File: src/rtl/axis_pixels_pack.sv
// Packs variable-count engine words into full-width AXI-Stream beats, flushing a keep-masked tail per packet.
// Define AXIS_PACK_HEADER_EN to emit one registered cfg_data header beat ahead of each packet's data.
module axis_pixels_pack #(
    parameter int WORD_WIDTH = 8,
    parameter int IN_WORDS   = 8,
    parameter int OUT_WORDS  = 8,
    parameter int HDR_WIDTH  = 32
) (
    input  logic                                aclk,
    input  logic                                rst,
    input  logic                                cfg_valid,
    output logic                                cfg_ready,
    input  logic [HDR_WIDTH-1:0]                cfg_data,
    input  logic                                s_valid,
    output logic                                s_ready,
    input  logic [IN_WORDS*WORD_WIDTH-1:0]      s_data,
    input  logic [$clog2(IN_WORDS+1)-1:0]       s_words,
    input  logic                                s_last,
    output logic                                m_valid,
    input  logic                                m_ready,
    output logic [OUT_WORDS*WORD_WIDTH-1:0]     m_data,
    output logic [OUT_WORDS*WORD_WIDTH/8-1:0]   m_keep,
    output logic                                m_last
);
    localparam int CAP    = OUT_WORDS + IN_WORDS - 1;
    localparam int CNT_W  = $clog2(CAP + 1);
    localparam int DATA_W = OUT_WORDS * WORD_WIDTH;
    localparam int KEEP_W = DATA_W / 8;
    localparam int BUF_W  = CAP * WORD_WIDTH;
    localparam int IN_W   = IN_WORDS * WORD_WIDTH;
    localparam int BPW    = WORD_WIDTH / 8;
    localparam logic [CNT_W-1:0] OUT_CNT = CNT_W'(OUT_WORDS);

    typedef enum logic [1:0] {S_IDLE, S_HEADER, S_PASS, S_FLUSH} state_t;

    state_t            state, state_next;
    logic [CNT_W-1:0]  count, count_next, count_kept;
    logic [BUF_W-1:0]  buffer, buffer_next, buffer_kept, push_data, push_mask;
    logic [IN_W-1:0]   in_mask;
    logic [DATA_W-1:0] tail_mask;
    logic [KEEP_W-1:0] tail_keep;
    logic              push, pop_full, final_beat;

`ifdef AXIS_PACK_HEADER_EN
    logic [HDR_WIDTH-1:0] hdr;

    always_ff @(posedge aclk) begin
        if (rst)
            hdr <= '0;
        else if (state == S_IDLE && cfg_valid)
            hdr <= cfg_data;
    end
`else
    logic unused_cfg;
    assign unused_cfg = ^cfg_data;
`endif

    always_comb begin
        tail_mask = '0;
        tail_keep = '0;
        in_mask   = '0;
        for (int j = 0; j < OUT_WORDS; j++) begin
            if (j < int'(count)) begin
                tail_mask[j*WORD_WIDTH +: WORD_WIDTH] = '1;
                tail_keep[j*BPW +: BPW] = '1;
            end
        end
        for (int j = 0; j < IN_WORDS; j++) begin
            if (j < int'(s_words))
                in_mask[j*WORD_WIDTH +: WORD_WIDTH] = '1;
        end
    end

    always_comb begin
        state_next = state;
        cfg_ready  = 1'b0;
        s_ready    = 1'b0;
        m_valid    = 1'b0;
        m_data     = '0;
        m_keep     = '0;
        m_last     = 1'b0;
        final_beat = (count <= OUT_CNT);
        case (state)
            S_IDLE: begin
                cfg_ready = 1'b1;
`ifdef AXIS_PACK_HEADER_EN
                if (cfg_valid) state_next = S_HEADER;
`else
                if (cfg_valid) state_next = S_PASS;
`endif
            end
`ifdef AXIS_PACK_HEADER_EN
            S_HEADER: begin
                m_valid = 1'b1;
                m_data[HDR_WIDTH-1:0] = hdr;
                m_keep = '1;
                if (m_ready) state_next = S_PASS;
            end
`endif
            S_PASS: begin
                s_ready = (count < OUT_CNT) | m_ready;
                m_valid = (count >= OUT_CNT);
                m_data  = buffer[DATA_W-1:0];
                m_keep  = '1;
                if (s_valid && s_ready && s_last) state_next = S_FLUSH;
            end
            S_FLUSH: begin
                m_valid = (count != '0);
                if (final_beat) begin
                    // Tail beat: zero the words past count so stale bits never leak out
                    m_last = m_valid;
                    m_data = buffer[DATA_W-1:0] & tail_mask;
                    m_keep = tail_keep;
                end else begin
                    m_data = buffer[DATA_W-1:0];
                    m_keep = '1;
                end
                if (!m_valid || (m_ready && m_last)) state_next = S_IDLE;
            end
            default: state_next = S_IDLE;
        endcase
    end

    // Pop shifts the buffer down first; the push then lands directly above what remains
    always_comb begin
        push        = s_valid & s_ready;
        pop_full    = m_valid & m_ready & ~m_last & (state == S_PASS || state == S_FLUSH);
        buffer_kept = pop_full ? (buffer >> DATA_W) : buffer;
        count_kept  = pop_full ? (count - OUT_CNT) : count;
        push_data   = BUF_W'(s_data & in_mask) << (int'(count_kept) * WORD_WIDTH);
        push_mask   = BUF_W'(in_mask) << (int'(count_kept) * WORD_WIDTH);
        buffer_next = buffer_kept;
        count_next  = count_kept;
        if (push) begin
            buffer_next = (buffer_kept & ~push_mask) | push_data;
            count_next  = count_kept + CNT_W'(s_words);
        end
        if (state_next == S_IDLE) begin
            buffer_next = '0;
            count_next  = '0;
        end
    end

    always_ff @(posedge aclk) begin
        if (rst) begin
            state  <= S_IDLE;
            count  <= '0;
            buffer <= '0;
        end else begin
            state  <= state_next;
            count  <= count_next;
            buffer <= buffer_next;
        end
    end

    a_words_nonzero: assert property (@(posedge aclk) disable iff (rst)
        (s_valid && s_ready) |-> (s_words != '0));
    a_count_bound: assert property (@(posedge aclk) disable iff (rst)
        count <= CNT_W'(CAP));
endmodule

File: config.mk
export PLATFORM = sky130hd
export DESIGN_NAME = axis_pixels_pack
export DESIGN_NICKNAME = d
export VERILOG_FILES = /design/src/rtl/axis_pixels_pack.sv
export SDC_FILE = /design/constraint.sdc
export NUM_CORES = 1
export LEC_CHECK = 0
export ABC_CLOCK_PERIOD_IN_PS = 1800
export BUFFER_PORTS_ARGS = -buffer_cell sky130_fd_sc_hd__buf_4
export CORE_ASPECT_RATIO = 1.2
export CORE_MARGIN = 4
export CORE_UTILIZATION = 51
export CTS_BUF_LIST = sky130_fd_sc_hd__clkbuf_4
export CTS_CLUSTER_DIAMETER = 30
export DETAILED_ROUTE_END_ITERATION = 6
export PLACE_DENSITY = 0.79
export SKIP_LAST_GASP = 1
export SLEW_MARGIN = 20
export SYNTH_ARGS = -nofsm -noshare
export SYNTH_HDL_FRONTEND = slang
export SYNTH_SLANG_ARGS = --single-unit
File: constraint.sdc
create_clock -name aclk -period 1.8 [get_ports aclk]
set_input_delay 0.09 -clock aclk [delete_from_list [all_inputs] [get_ports aclk]]
set_output_delay 0.09 -clock aclk [all_outputs]
set_load 0.1 [all_outputs]
==> results of run 1 <==
what timing repair did:
item	CTS
endpoints found under the hold margin	39
resized for setup	328
hold buffers	29
endpoints found under the setup margin	195
buffers inserted	46
gates cloned	12
pin swaps	59
through the flow:
step           hold slack [ns]  setup TNS [ns]  instance area [sq um]
2_1_floorplan            0.169          -11.64                   8530
3_3_place_gp             0.298          -11.37                  11300
3_5_place_dp             0.294          -14.19                  11300
4_1_cts               0.000411          -37.47                  13900
cells by family after synthesis:
kind of cell / after synthesis
DFF: 126
buffers and inverters: 92
xor gates and xnor gates: 3
AOI/OAI and AO/OA: 333
and+or+nand+nor: 284
adders and majority gates: 6
muxes: 86
==> metrics.txt, run 1 <==
# TYPE chip_impl_metric gauge
chip_impl_info{name="status",value="did not finish"} 1
chip_impl_info{name="outcome.stop_stage",value="global routing"} 1
chip_impl_info{name="first-error",value="[ERROR DPL-0038] Utilization greater than 100%, impossible to legalize"} 1
chip_impl_metric{name="yosysSeqAreaShare",unit="%"} 31.1
chip_impl_metric{name="post_dp_hpwl",unit="mm"} 26.5
chip_impl_metric{name="routabilityCongestion",unit=""} 1.00
chip_impl_metric{name="syn_area_per_cell",unit="sq um"} 8.71
chip_impl_metric{name="synthSimpleGateAreaFrac",unit="%"} 18.8
chip_impl_info{name="root_buffer_cell",value="sky130_fd_sc_hd__clkbuf_4"} 1
chip_impl_info{name="worst_endpoint_kind",value="top-level output"} 1
chip_impl_metric{name="number_of_enable_type_register_cells_in_the_synthesized_netlist",unit=""} 0
chip_impl_info{name="synth_top_cell_by_area",value="sky130_fd_sc_hd__dfxtp_1"} 1
chip_impl_metric{name="initial_util",unit="%"} 52.0
chip_impl_metric{name="num_rows",unit=""} 50
chip_impl_metric{name="yosys.cell_types.count",unit=""} 76
chip_impl_info{name="ys_dominant_reg_cell",value="sky130_fd_sc_hd__dfxtp_1"} 1
chip_impl_metric{name="synth-compound-area-share",unit="%"} 32.0
chip_impl_metric{name="io_pins",unit=""} 182
chip_impl_metric{name="clock_tree.htree_level_count",unit=""} 4
chip_impl_info{name="crit_endpoint",value="m_data[0]"} 1
chip_impl_metric{name="numPortBuffers",unit=""} 149
chip_impl_metric{name="post_synth_fa_ha_maj_area_fraction",unit="%"} 0.958
chip_impl_metric{name="cts_made_buffers",unit=""} 17
chip_impl_metric{name="pre_cts_slack",unit="ns"} -0.297
chip_impl_metric{name="async_reset_ff_share",unit="%"} 0
chip_impl_metric{name="synth_top_area_share",unit="%"} 31.1
chip_impl_metric{name="synthMuxAreaShare",unit="%"} 10.6
chip_impl_metric{name="dpl.cell_count",unit=""} 1429
chip_impl_metric{name="synthesis.yosys.warnings",unit=""} 0
chip_impl_info{name="synth_area_leaders",value="sky130_fd_sc_hd__dfxtp_1 31%, sky130_fd_sc_hd__mux2i_1 11%, sky130_fd_sc_hd__nor2_1 3.9%"} 1
chip_impl_metric{name="clock_path_buffers",unit=""} 2
chip_impl_metric{name="syn-cell-area",unit="sq um"} 8100
chip_impl_info{name="synth.top_cells.by_count",value="126 x sky130_fd_sc_hd__dfxtp_1, 85 x sky130_fd_sc_hd__mux2i_1, 85 x sky130_fd_sc_hd__nor2_1, 47 x sky130_fd_sc_hd__a21oi_1, 39 x sky130_fd_sc_hd__and2_1"} 1
chip_impl_metric{name="yosys_register_bits",unit=""} 126
chip_impl_metric{name="syn_inst",unit=""} 930
chip_impl_metric{name="dieHeight",unit="um"} 146
chip_impl_metric{name="clock_sink_count",unit=""} 126
chip_impl_info{name="post-synth-top-count-cell",value="sky130_fd_sc_hd__dfxtp_1"} 1
chip_impl_metric{name="pin_count_of_the_biggest_net_entering_global_routing",unit=""} 39
chip_impl_metric{name="post_synth_xor_area_fraction",unit="%"} 0.324
chip_impl_metric{name="mapped_nets",unit=""} 1040
chip_impl_metric{name="die_w",unit="um"} 123
chip_impl_info{name="synth_top_family_by_area",value="compound AO/OA/AOI/OAI gates"} 1
==> run 2: changes to the inputs <==
==> config.mk (replaced) <==
export PLATFORM = sky130hd
export DESIGN_NAME = axis_pixels_pack
export DESIGN_NICKNAME = d
export VERILOG_FILES = /design/src/rtl/axis_pixels_pack.sv
export SDC_FILE = /design/constraint.sdc
export NUM_CORES = 1
export LEC_CHECK = 0
export ABC_CLOCK_PERIOD_IN_PS = 2300
export BUFFER_PORTS_ARGS = -buffer_cell sky130_fd_sc_hd__buf_4
export CORE_MARGIN = 4
export CORE_UTILIZATION = 40
export DETAILED_ROUTE_END_ITERATION = 6
export PLACE_DENSITY_LB_ADDON = 0.15
export SKIP_LAST_GASP = 1
export SLEW_MARGIN = 20
export SYNTH_ARGS = -nofsm -noshare
export SYNTH_HDL_FRONTEND = slang
export SYNTH_SLANG_ARGS = --single-unit
==> constraint.sdc (replaced) <==
create_clock -name aclk -period 2.3 [get_ports aclk]
set_input_delay 0.115 -clock aclk [delete_from_list [all_inputs] [get_ports aclk]]
set_output_delay 0.115 -clock aclk [all_outputs]
set_load 0.1 [all_outputs]
==> run 2 against run 1 <==
The run now ends clean; synthesized cell count stayed put; area after synthesis stayed put.
==> metrics.txt, run 2 <==
# TYPE chip_impl_metric gauge
chip_impl_info{name="status",value="finished, final reports clean"} 1
chip_impl_metric{name="numPortBuffers",unit=""} 149
chip_impl_info{name="cp-start-kind",value="flop"} 1
chip_impl_metric{name="power.ir.vdd_worst",unit="V"} 0.000522
chip_impl_metric{name="max_slew.worst_pin.slew",unit="ns"} 0.775
chip_impl_info{name="worst_setup_path_end_kind",value="output port"} 1
chip_impl_metric{name="setup-tns-final",unit="ns"} 0
chip_impl_metric{name="peak_freq",unit="GHz"} 0.438
chip_impl_metric{name="final_clock_period_utilization_by_the_worst_path",unit="%"} 99.2
chip_impl_metric{name="globalRouteOverflowTotal",unit=""} 0
chip_impl_metric{name="worst_clock_skew",unit="ns"} 0.00841
chip_impl_metric{name="dr.pass1.iters",unit=""} 6
chip_impl_metric{name="dpl.cell_count",unit=""} 1371
chip_impl_info{name="synth_top_cell_by_area",value="sky130_fd_sc_hd__dfxtp_1"} 1
chip_impl_metric{name="slew_violations",unit=""} 0
chip_impl_metric{name="viasPerCell",unit=""} 6.20
chip_impl_metric{name="final-setup-viol-count",unit=""} 0
chip_impl_metric{name="post_layout_nonfiller_instances",unit=""} 1419
chip_impl_metric{name="route.antenna.remaining_nets",unit=""} 0
chip_impl_metric{name="postRouteWirelength",unit="mm"} 35.1
chip_impl_metric{name="nets",unit=""} 1251
chip_impl_metric{name="detail_route.wl_per_cell",unit="um"} 24.8
chip_impl_info{name="most-common-layout-cells",value="223 x sky130_fd_sc_hd__buf_4, 123 x sky130_fd_sc_hd__dfxtp_1, 85 x sky130_fd_sc_hd__mux2i_1"} 1
chip_impl_metric{name="fin_ws",unit="ns"} 0.0186
chip_impl_metric{name="pin_count_of_the_biggest_net_entering_global_routing",unit=""} 36
chip_impl_metric{name="initial_util",unit="%"} 41.1
chip_impl_metric{name="max-cap-violations",unit=""} 0
chip_impl_metric{name="synthesis.yosys.warnings",unit=""} 0
chip_impl_metric{name="yosys_register_bits",unit=""} 126
chip_impl_metric{name="cts_made_buffers",unit=""} 17
chip_impl_info{name="most_frequent_standard_cell_in_the_layout_excluding_fill_and_tap_cells",value="sky130_fd_sc_hd__buf_4"} 1
chip_impl_metric{name="worst_ep_arrival_time",unit="ns"} 2.17
chip_impl_metric{name="yosys.cell_types.count",unit=""} 76
chip_impl_metric{name="coreArea",unit="sq um"} 19700
chip_impl_info{name="synth_area_leaders",value="sky130_fd_sc_hd__dfxtp_1 31%, sky130_fd_sc_hd__mux2i_1 11%, sky130_fd_sc_hd__nor2_1 3.9%"} 1
chip_impl_info{name="tritoncts_clock_tree",value="yes"} 1
chip_impl_metric{name="first_global_vias",unit=""} 8253
chip_impl_metric{name="first_pass_grt_wire_length",unit="mm"} 51.8
chip_impl_metric{name="post_dp_hpwl",unit="mm"} 26.4
chip_impl_metric{name="grt_antenna_before_repair",unit=""} 0
chip_impl_info{name="cp_cell_sequence",value="inv_2 -> buf_4 -> a21boi_4 -> a21oi_4 -> buf_12 -> buf_4 -> nor2b_4 -> buf_4"} 1
chip_impl_metric{name="globalRouteTotalUtil",unit="%"} 30.6
chip_impl_metric{name="required",unit="ns"} 2.18
chip_impl_info{name="slowest_stage_cell_on_the_critical_path",value="sky130_fd_sc_hd__dfxtp_4"} 1
chip_impl_metric{name="critical_path_peak_fanout",unit=""} 12
chip_impl_metric{name="num_rows",unit=""} 51
chip_impl_metric{name="yosysSeqAreaShare",unit="%"} 31.1
chip_impl_metric{name="internal_power",unit="mW"} 4.26
chip_impl_metric{name="clk_pin_slew",unit="ns"} 0.07
chip_impl_info{name="hp-class",value="in2reg"} 1
chip_impl_metric{name="die_area",unit="sq um"} 22600
chip_impl_metric{name="detailedRoute.firstIterationViolations",unit=""} 1187
chip_impl_metric{name="syn_inst",unit=""} 930
chip_impl_metric{name="power_frac_clock",unit="%"} 41.3
chip_impl_metric{name="flip_flop_count_of_the_largest_register_all_copies_and_words_added",unit=""} 120
chip_impl_metric{name="comb_power_share",unit="%"} 24.2
chip_impl_metric{name="vias",unit=""} 8802
chip_impl_metric{name="syn_area_per_cell",unit="sq um"} 8.71
chip_impl_metric{name="number_of_enable_type_register_cells_in_the_synthesized_netlist",unit=""} 0
chip_impl_metric{name="dieHeight",unit="um"} 150
chip_impl_metric{name="clk-insertion-delay-late",unit="ns"} 0.44
chip_impl_metric{name="area_growth_syn_to_layout",unit="%"} 37.9
chip_impl_metric{name="p_switching",unit="mW"} 2.28
chip_impl_metric{name="syn-cell-area",unit="sq um"} 8100
chip_impl_metric{name="mapped_nets",unit=""} 1040
chip_impl_metric{name="clock_sink_count",unit=""} 126
chip_impl_metric{name="total_leakage_power",unit="nW"} 4.72
chip_impl_metric{name="max_slew_margin",unit="%"} 48.3
chip_impl_metric{name="final_layout_size_suffix_gt1_share",unit="%"} 34.0
chip_impl_metric{name="synth_top_area_share",unit="%"} 31.1
chip_impl_info{name="synth.top_cells.by_count",value="126 x sky130_fd_sc_hd__dfxtp_1, 85 x sky130_fd_sc_hd__mux2i_1, 85 x sky130_fd_sc_hd__nor2_1, 47 x sky130_fd_sc_hd__a21oi_1, 39 x sky130_fd_sc_hd__and2_1"} 1
chip_impl_metric{name="routabilityCongestion",unit=""} 1.00
chip_impl_metric{name="seq_power_share",unit="%"} 34.4
chip_impl_metric{name="hold_violations",unit=""} 0
chip_impl_info{name="largest_registers_in_the_final_layout",value="buffer x120, count x4, state x2"} 1
chip_impl_info{name="critical_path.most_common_cell",value="sky130_fd_sc_hd__buf_4"} 1
chip_impl_metric{name="drc",unit=""} 0
chip_impl_metric{name="pwr_density_cell",unit="nW/um^2"} 585
chip_impl_metric{name="clock_path_buffers",unit=""} 2
chip_impl_metric{name="antenna-diode-count",unit=""} 0
chip_impl_metric{name="async_reset_ff_share",unit="%"} 0
chip_impl_info{name="post-synth-top-count-cell",value="sky130_fd_sc_hd__dfxtp_1"} 1
chip_impl_info{name="ys_dominant_reg_cell",value="sky130_fd_sc_hd__dfxtp_1"} 1
chip_impl_info{name="root_buffer_cell",value="sky130_fd_sc_hd__clkbuf_16"} 1
chip_impl_info{name="registers.top_by_ff_count",value="buffer"} 1
chip_impl_metric{name="net_switching_share_of_the_total_power",unit="%"} 34.9
chip_impl_metric{name="crit_path_max_incr_delay",unit="ns"} 0.44
chip_impl_info{name="worstSetupPathType",value="reg2out"} 1
chip_impl_metric{name="timing.hold.ws",unit="ns"} 0.00795
chip_impl_metric{name="timing.final.crit_period",unit="ns"} 2.28
chip_impl_metric{name="pre_cts_slack",unit="ns"} 0.128
chip_impl_metric{name="die_w",unit="um"} 150
chip_impl_metric{name="io_pins",unit=""} 182
chip_impl_metric{name="regToRegSetupSlack",unit="ns"} 0.10
chip_impl_metric{name="clock_tree.htree_level_count",unit=""} 4
-- run 2: cell counts after synthesis --
Identical to the previous run, type by type.
-- run 2: cell families after synthesis --
| group | after synthesis | share of synthesized area, % |
|---|---|---|
| compound gates | 333 | 32.0 |
| xor+xnor | 3 | 0.325 |
| fa+ha+maj | 6 | 0.958 |
| buf+inv | 92 | 6.18 |
| flops | 126 | 31.1 |
| mux | 86 | 10.6 |
| simple gates | 284 | 18.8 |
-- run 2: cell type report --
cell class / instances / area [sq um]
clock buffers: 17 / 425
clock inverters: 15 / 165
repair buffers: 269 / 2250
well taps: 265 / 332
multi-input cells: 712 / 5400
flip-flops and latches: 126 / 2530
inverters: 15 / 60.1
fillers: 1818 / 8550
-- run 2: what timing repair did --
| action | CTS | global route |
|---|---|---|
| pin swaps | 0 | 1 |
| endpoints found under the hold margin | 9 | 0 |
| endpoints found under the setup margin | 26 | 58 |
| setup buffers | 2 | 5 |
| hold buffers | 9 | 0 |
| gates resized for setup | 19 | 18 |
-- run 2: power groups by stage --
stage	clock [mW]	sequential (mW)	combinational [mW]
floorplan	0	2.29	0.886
global placement	0	2.30	1.50
detailed placement	0	2.30	1.50
CTS	2.73	2.25	1.53
global route	2.83	2.25	1.65
finish	2.70	2.25	1.59
-- run 2: through the flow --
step                utilization (%)  area [sq um]  total power, mW
global route                   56.6         11200             6.73
floorplan                         -          8400             3.17
CTS                            56.0         11000             6.51
finish                         56.6         11200             6.54
detailed placement             52.1         10300             3.80
global placement               52.1         10300             3.80
-- run 2: layer usage --
| metal | up-vias | GRT usage, % | wire, um |
|---|---|---|---|
| li1 | 4002 | - | - |
| met1 | 4269 | 43.6 | 15400 |
| met2 | 480 | 47.1 | 15700 |
| met3 | 51 | 6.26 | 3250 |
| met4 | 0 | 8.05 | 782 |
| met5 | - | 0 | 0 |
-- run 2: critical path, delay by kind of cell (launching register included) --
kind | cells | cell delay (ns)
compound gates | 2 | 0.26
simple gates | 1 | 0.11
flops | 1 | 0.44
buf+inv | 5 | 0.91
-- run 2: final timing paths --
path,start,end,cells past startpoint
min,s_data[7],buffer[7]$_SDFF_PP0_,3
max,count[1]$_SDFFE_PP0P_,m_data[3],8
max reg2reg,count[1]$_SDFFE_PP0P_,buffer[98]$_SDFF_PP0_,7
min reg2reg,buffer[83]$_SDFF_PP0_,buffer[83]$_SDFF_PP0_,1
Note: power is estimated with default switching activity, not from simulation.
==> run 3: changes to the inputs <==
--- a/config.mk
+++ b/config.mk
@@ -5,14 +5,13 @@
 export SDC_FILE = /design/constraint.sdc
 export NUM_CORES = 1
 export LEC_CHECK = 0
-export ABC_CLOCK_PERIOD_IN_PS = 2300
+export ABC_CLOCK_PERIOD_IN_PS = 2100
 export BUFFER_PORTS_ARGS = -buffer_cell sky130_fd_sc_hd__buf_4
-export CORE_MARGIN = 4
+export CORE_MARGIN = 10
 export CORE_UTILIZATION = 40
 export DETAILED_ROUTE_END_ITERATION = 6
 export PLACE_DENSITY_LB_ADDON = 0.15
 export SKIP_LAST_GASP = 1
-export SLEW_MARGIN = 20
 export SYNTH_ARGS = -nofsm -noshare
 export SYNTH_HDL_FRONTEND = slang
 export SYNTH_SLANG_ARGS = --single-unit
==> constraint.sdc (replaced) <==
create_clock -name aclk -period 2.1 [get_ports aclk]
set_input_delay 0.105 -clock aclk [delete_from_list [all_inputs] [get_ports aclk]]
set_output_delay 0.105 -clock aclk [all_outputs]
set_load 0.1 [all_outputs]
==> run 3 against run 2 <==
The run now ends with design-rule violations, negative setup slack left; largest power group unchanged; total power rose by 12%; non-clock buffer count grew 53; core utilization rose by 4.3 points; clock skew up 0.0017 ns; highest routed layer unchanged.
==> metrics.txt, run 3 (synthesized netlist as in run 2, its figures left out) <==
# TYPE chip_impl_metric gauge
chip_impl_info{name="status",value="finished with violations"} 1
chip_impl_info{name="violations",value="design-rule violations, negative setup slack"} 1
chip_impl_metric{name="nets",unit=""} 1305
chip_impl_metric{name="clock_sink_count",unit=""} 126
chip_impl_info{name="critical_path.reg2reg.startpoint",value="count[0]$_SDFFE_PP0P_"} 1
chip_impl_metric{name="worst_ep_arrival_time",unit="ns"} 2.44
chip_impl_metric{name="viasPerCell",unit=""} 6.04
chip_impl_metric{name="first_pass_grt_wire_length",unit="mm"} 54.4
chip_impl_metric{name="peak_freq",unit="GHz"} 0.473
chip_impl_metric{name="io_pins",unit=""} 182
chip_impl_metric{name="coreArea",unit="sq um"} 19700
chip_impl_metric{name="numPortBuffers",unit=""} 149
chip_impl_metric{name="globalRouteOverflowTotal",unit=""} 0
chip_impl_metric{name="total_leakage_power",unit="nW"} 5.10
chip_impl_metric{name="flip_flop_count_of_the_largest_register_all_copies_and_words_added",unit=""} 120
chip_impl_info{name="worst_setup_path_end_kind",value="flop"} 1
chip_impl_info{name="cp_cell_sequence",value="buf_12 -> nor2b_1 -> a21oi_2 -> a21oi_1 -> a21oi_1 -> a22o_1"} 1
chip_impl_info{name="worstSetupPathType",value="reg2reg"} 1
chip_impl_metric{name="post_dp_hpwl",unit="mm"} 27.5
chip_impl_info{name="most_frequent_standard_cell_in_the_layout_excluding_fill_and_tap_cells",value="sky130_fd_sc_hd__buf_4"} 1
chip_impl_metric{name="area_growth_syn_to_layout",unit="%"} 48.5
chip_impl_metric{name="timing.final.crit_period",unit="ns"} 2.11
chip_impl_metric{name="clock_tree.htree_level_count",unit=""} 4
chip_impl_info{name="worstHoldEndpoint",value="buffer[4]$_SDFF_PP0_"} 1
chip_impl_metric{name="hold_violations",unit=""} 0
chip_impl_metric{name="num_rows",unit=""} 51
chip_impl_metric{name="final_clock_period_utilization_by_the_worst_path",unit="%"} 101
chip_impl_metric{name="clk-insertion-delay-late",unit="ns"} 0.44
chip_impl_info{name="largest_registers_in_the_final_layout",value="buffer x120, count x4, state x2"} 1
chip_impl_metric{name="clock_path_buffers",unit=""} 2
chip_impl_metric{name="pwr_density_cell",unit="nW/um^2"} 611
chip_impl_metric{name="initial_util",unit="%"} 41.1
chip_impl_info{name="critical_path.most_common_cell",value="sky130_fd_sc_hd__a21oi_1"} 1
chip_impl_metric{name="cts_made_buffers",unit=""} 17
chip_impl_metric{name="globalRouteTotalUtil",unit="%"} 26.8
chip_impl_metric{name="dr.pass1.iters",unit=""} 7
chip_impl_metric{name="antenna-diode-count",unit=""} 0
chip_impl_metric{name="dpl.cell_count",unit=""} 1409
chip_impl_info{name="hp-class",value="in2reg"} 1
chip_impl_metric{name="r2r_cells",unit=""} 6
chip_impl_metric{name="vias",unit=""} 8894
chip_impl_info{name="cp-start-kind",value="flop"} 1
chip_impl_metric{name="slew_violations",unit=""} 0
chip_impl_metric{name="clk_pin_slew",unit="ns"} 0.06
chip_impl_metric{name="whs_path_depth",unit=""} 3
chip_impl_metric{name="regToRegSetupSlack",unit="ns"} -0.01
chip_impl_metric{name="pin_count_of_the_biggest_net_entering_global_routing",unit=""} 29
chip_impl_metric{name="max-cap-violations",unit=""} 0
chip_impl_info{name="rsz0062_at_grt",value="yes"} 1
chip_impl_metric{name="routabilityCongestion",unit=""} 1.02
chip_impl_metric{name="first_global_vias",unit=""} 8707
chip_impl_metric{name="die_w",unit="um"} 162
chip_impl_metric{name="power.ir.vdd_worst",unit="V"} 0.000568
chip_impl_metric{name="final-setup-viol-count",unit=""} 1
chip_impl_metric{name="crit_path_max_incr_delay",unit="ns"} 0.44
chip_impl_metric{name="post_layout_nonfiller_instances",unit=""} 1473
chip_impl_info{name="registers.top_by_ff_count",value="buffer"} 1
chip_impl_metric{name="postRouteWirelength",unit="mm"} 36.9
chip_impl_metric{name="total_power",unit="mW"} 7.34
chip_impl_metric{name="die_area",unit="sq um"} 26300
chip_impl_metric{name="detail_route.wl_per_cell",unit="um"} 25.0
chip_impl_metric{name="max_slew.worst_pin.slew",unit="ns"} 0.888
chip_impl_metric{name="route.antenna.remaining_nets",unit=""} 0
chip_impl_info{name="slowest_stage_cell_on_the_critical_path",value="sky130_fd_sc_hd__a21oi_1"} 1
chip_impl_metric{name="required",unit="ns"} 2.43
chip_impl_info{name="tritoncts_clock_tree",value="yes"} 1
chip_impl_metric{name="worst_clock_skew",unit="ns"} 0.0102
chip_impl_metric{name="dieHeight",unit="um"} 162
chip_impl_info{name="most-common-layout-cells",value="244 x sky130_fd_sc_hd__buf_4, 120 x sky130_fd_sc_hd__dfxtp_1, 85 x sky130_fd_sc_hd__mux2i_1"} 1
chip_impl_metric{name="number_of_buffers_and_inverters_on_the_critical_path",unit=""} 1
chip_impl_info{name="critPathTopFamily",value="compound AO/OA/AOI/OAI gates"} 1
chip_impl_info{name="root_buffer_cell",value="sky130_fd_sc_hd__clkbuf_16"} 1
chip_impl_metric{name="critical_path_peak_fanout",unit=""} 15
chip_impl_metric{name="detailedRoute.firstIterationViolations",unit=""} 961
chip_impl_metric{name="drc",unit=""} 5
chip_impl_metric{name="finish.utilization",unit="%"} 61.0
chip_impl_metric{name="fin_ws",unit="ns"} -0.0133
chip_impl_metric{name="max_slew_margin",unit="%"} 40.8
chip_impl_metric{name="final_layout_size_suffix_gt1_share",unit="%"} 37.7
chip_impl_info{name="hold_path.startpoint",value="s_data[4]"} 1
chip_impl_info{name="r2r-end",value="buffer[59]$_SDFF_PP0_"} 1
chip_impl_metric{name="grt_antenna_before_repair",unit=""} 0
## run 3: stage by stage
| step | instance area, sq um | setup TNS [ns] | setup slack, ns | hold WS, ns |
|---|---|---|---|---|
| final | 12000 | -0.0133 | -0.0133 | 0.0147 |
| after CTS | 11800 | -0.346 | -0.0427 | 0.00322 |
| after floorplan | 8490 | -1.25 | -0.100 | 0.177 |
| after detailed placement | 10600 | -0.0851 | -0.0410 | 0.286 |
| after global routing | 12000 | -0.421 | -0.0292 | 0.0232 |
| after global placement | 10600 | -0.169 | -0.0559 | 0.289 |
## run 3: how the worst max path moves through the flow
| stage | startpoint | endpoint | slack [ns] | depth (start not counted) |
|---|---|---|---|---|
| finish | count[0]$_SDFFE_PP0P_ | buffer[59]$_SDFF_PP0_ | -0.01 | 6 |
| global placement | count[0]$_SDFFE_PP0P_ | buffer[44]$_SDFF_PP0_ | -0.06 | 8 |
| floorplan | count[1]$_SDFFE_PP0P_ | m_data[17] | -0.10 | 6 |
| global route | count[1]$_SDFFE_PP0P_ | buffer[76]$_SDFF_PP0_ | -0.03 | 8 |
| CTS | count[0]$_SDFFE_PP0P_ | m_data[39] | -0.04 | 6 |
| detailed placement | s_words[3] | buffer[73]$_SDFF_PP0_ | -0.04 | 7 |
## run 3: where the power goes
part / internal [mW] / switching [mW]
Sequential: 2.43 / 0.0289
Clock: 1.60 / 1.39
Combinational: 0.751 / 1.14
## run 3: area by class of cell
type | instances | area [sq um]
clock buffer | 17 | 425
clock inverter | 15 | 166
fill | 1756 | 7700
inverter | 15 | 67.6
multi-input combinational | 713 | 5470
sequential | 126 | 2530
tap | 265 | 332
timing repair buffer | 322 | 3030
## run 3: timing repair
item                                   4_1_cts  5_1_grt
endpoints found under the hold margin       12        0
hold buffers                                12        0
pin swaps                                    5        5
setup endpoints to repair                   63       72
setup buffers                                5       10
cloned                                       2        3
resized for setup                           70       27
## run 3: per-layer routing
metal	track usage, %	vias up	routed length [um]
li1	-	4100	-
met1	34.8	4223	15500
met4	8.97	0	1280
met2	42.1	480	16600
met3	6.85	91	3480
met5	0	-	0
## run 3: tightest hold or removal path, stage by stage
cell and delay (ns):
sky130_fd_sc_hd__buf_4 0.14, sky130_fd_sc_hd__nor2_1 0.10, sky130_fd_sc_hd__a211oi_1 0.05
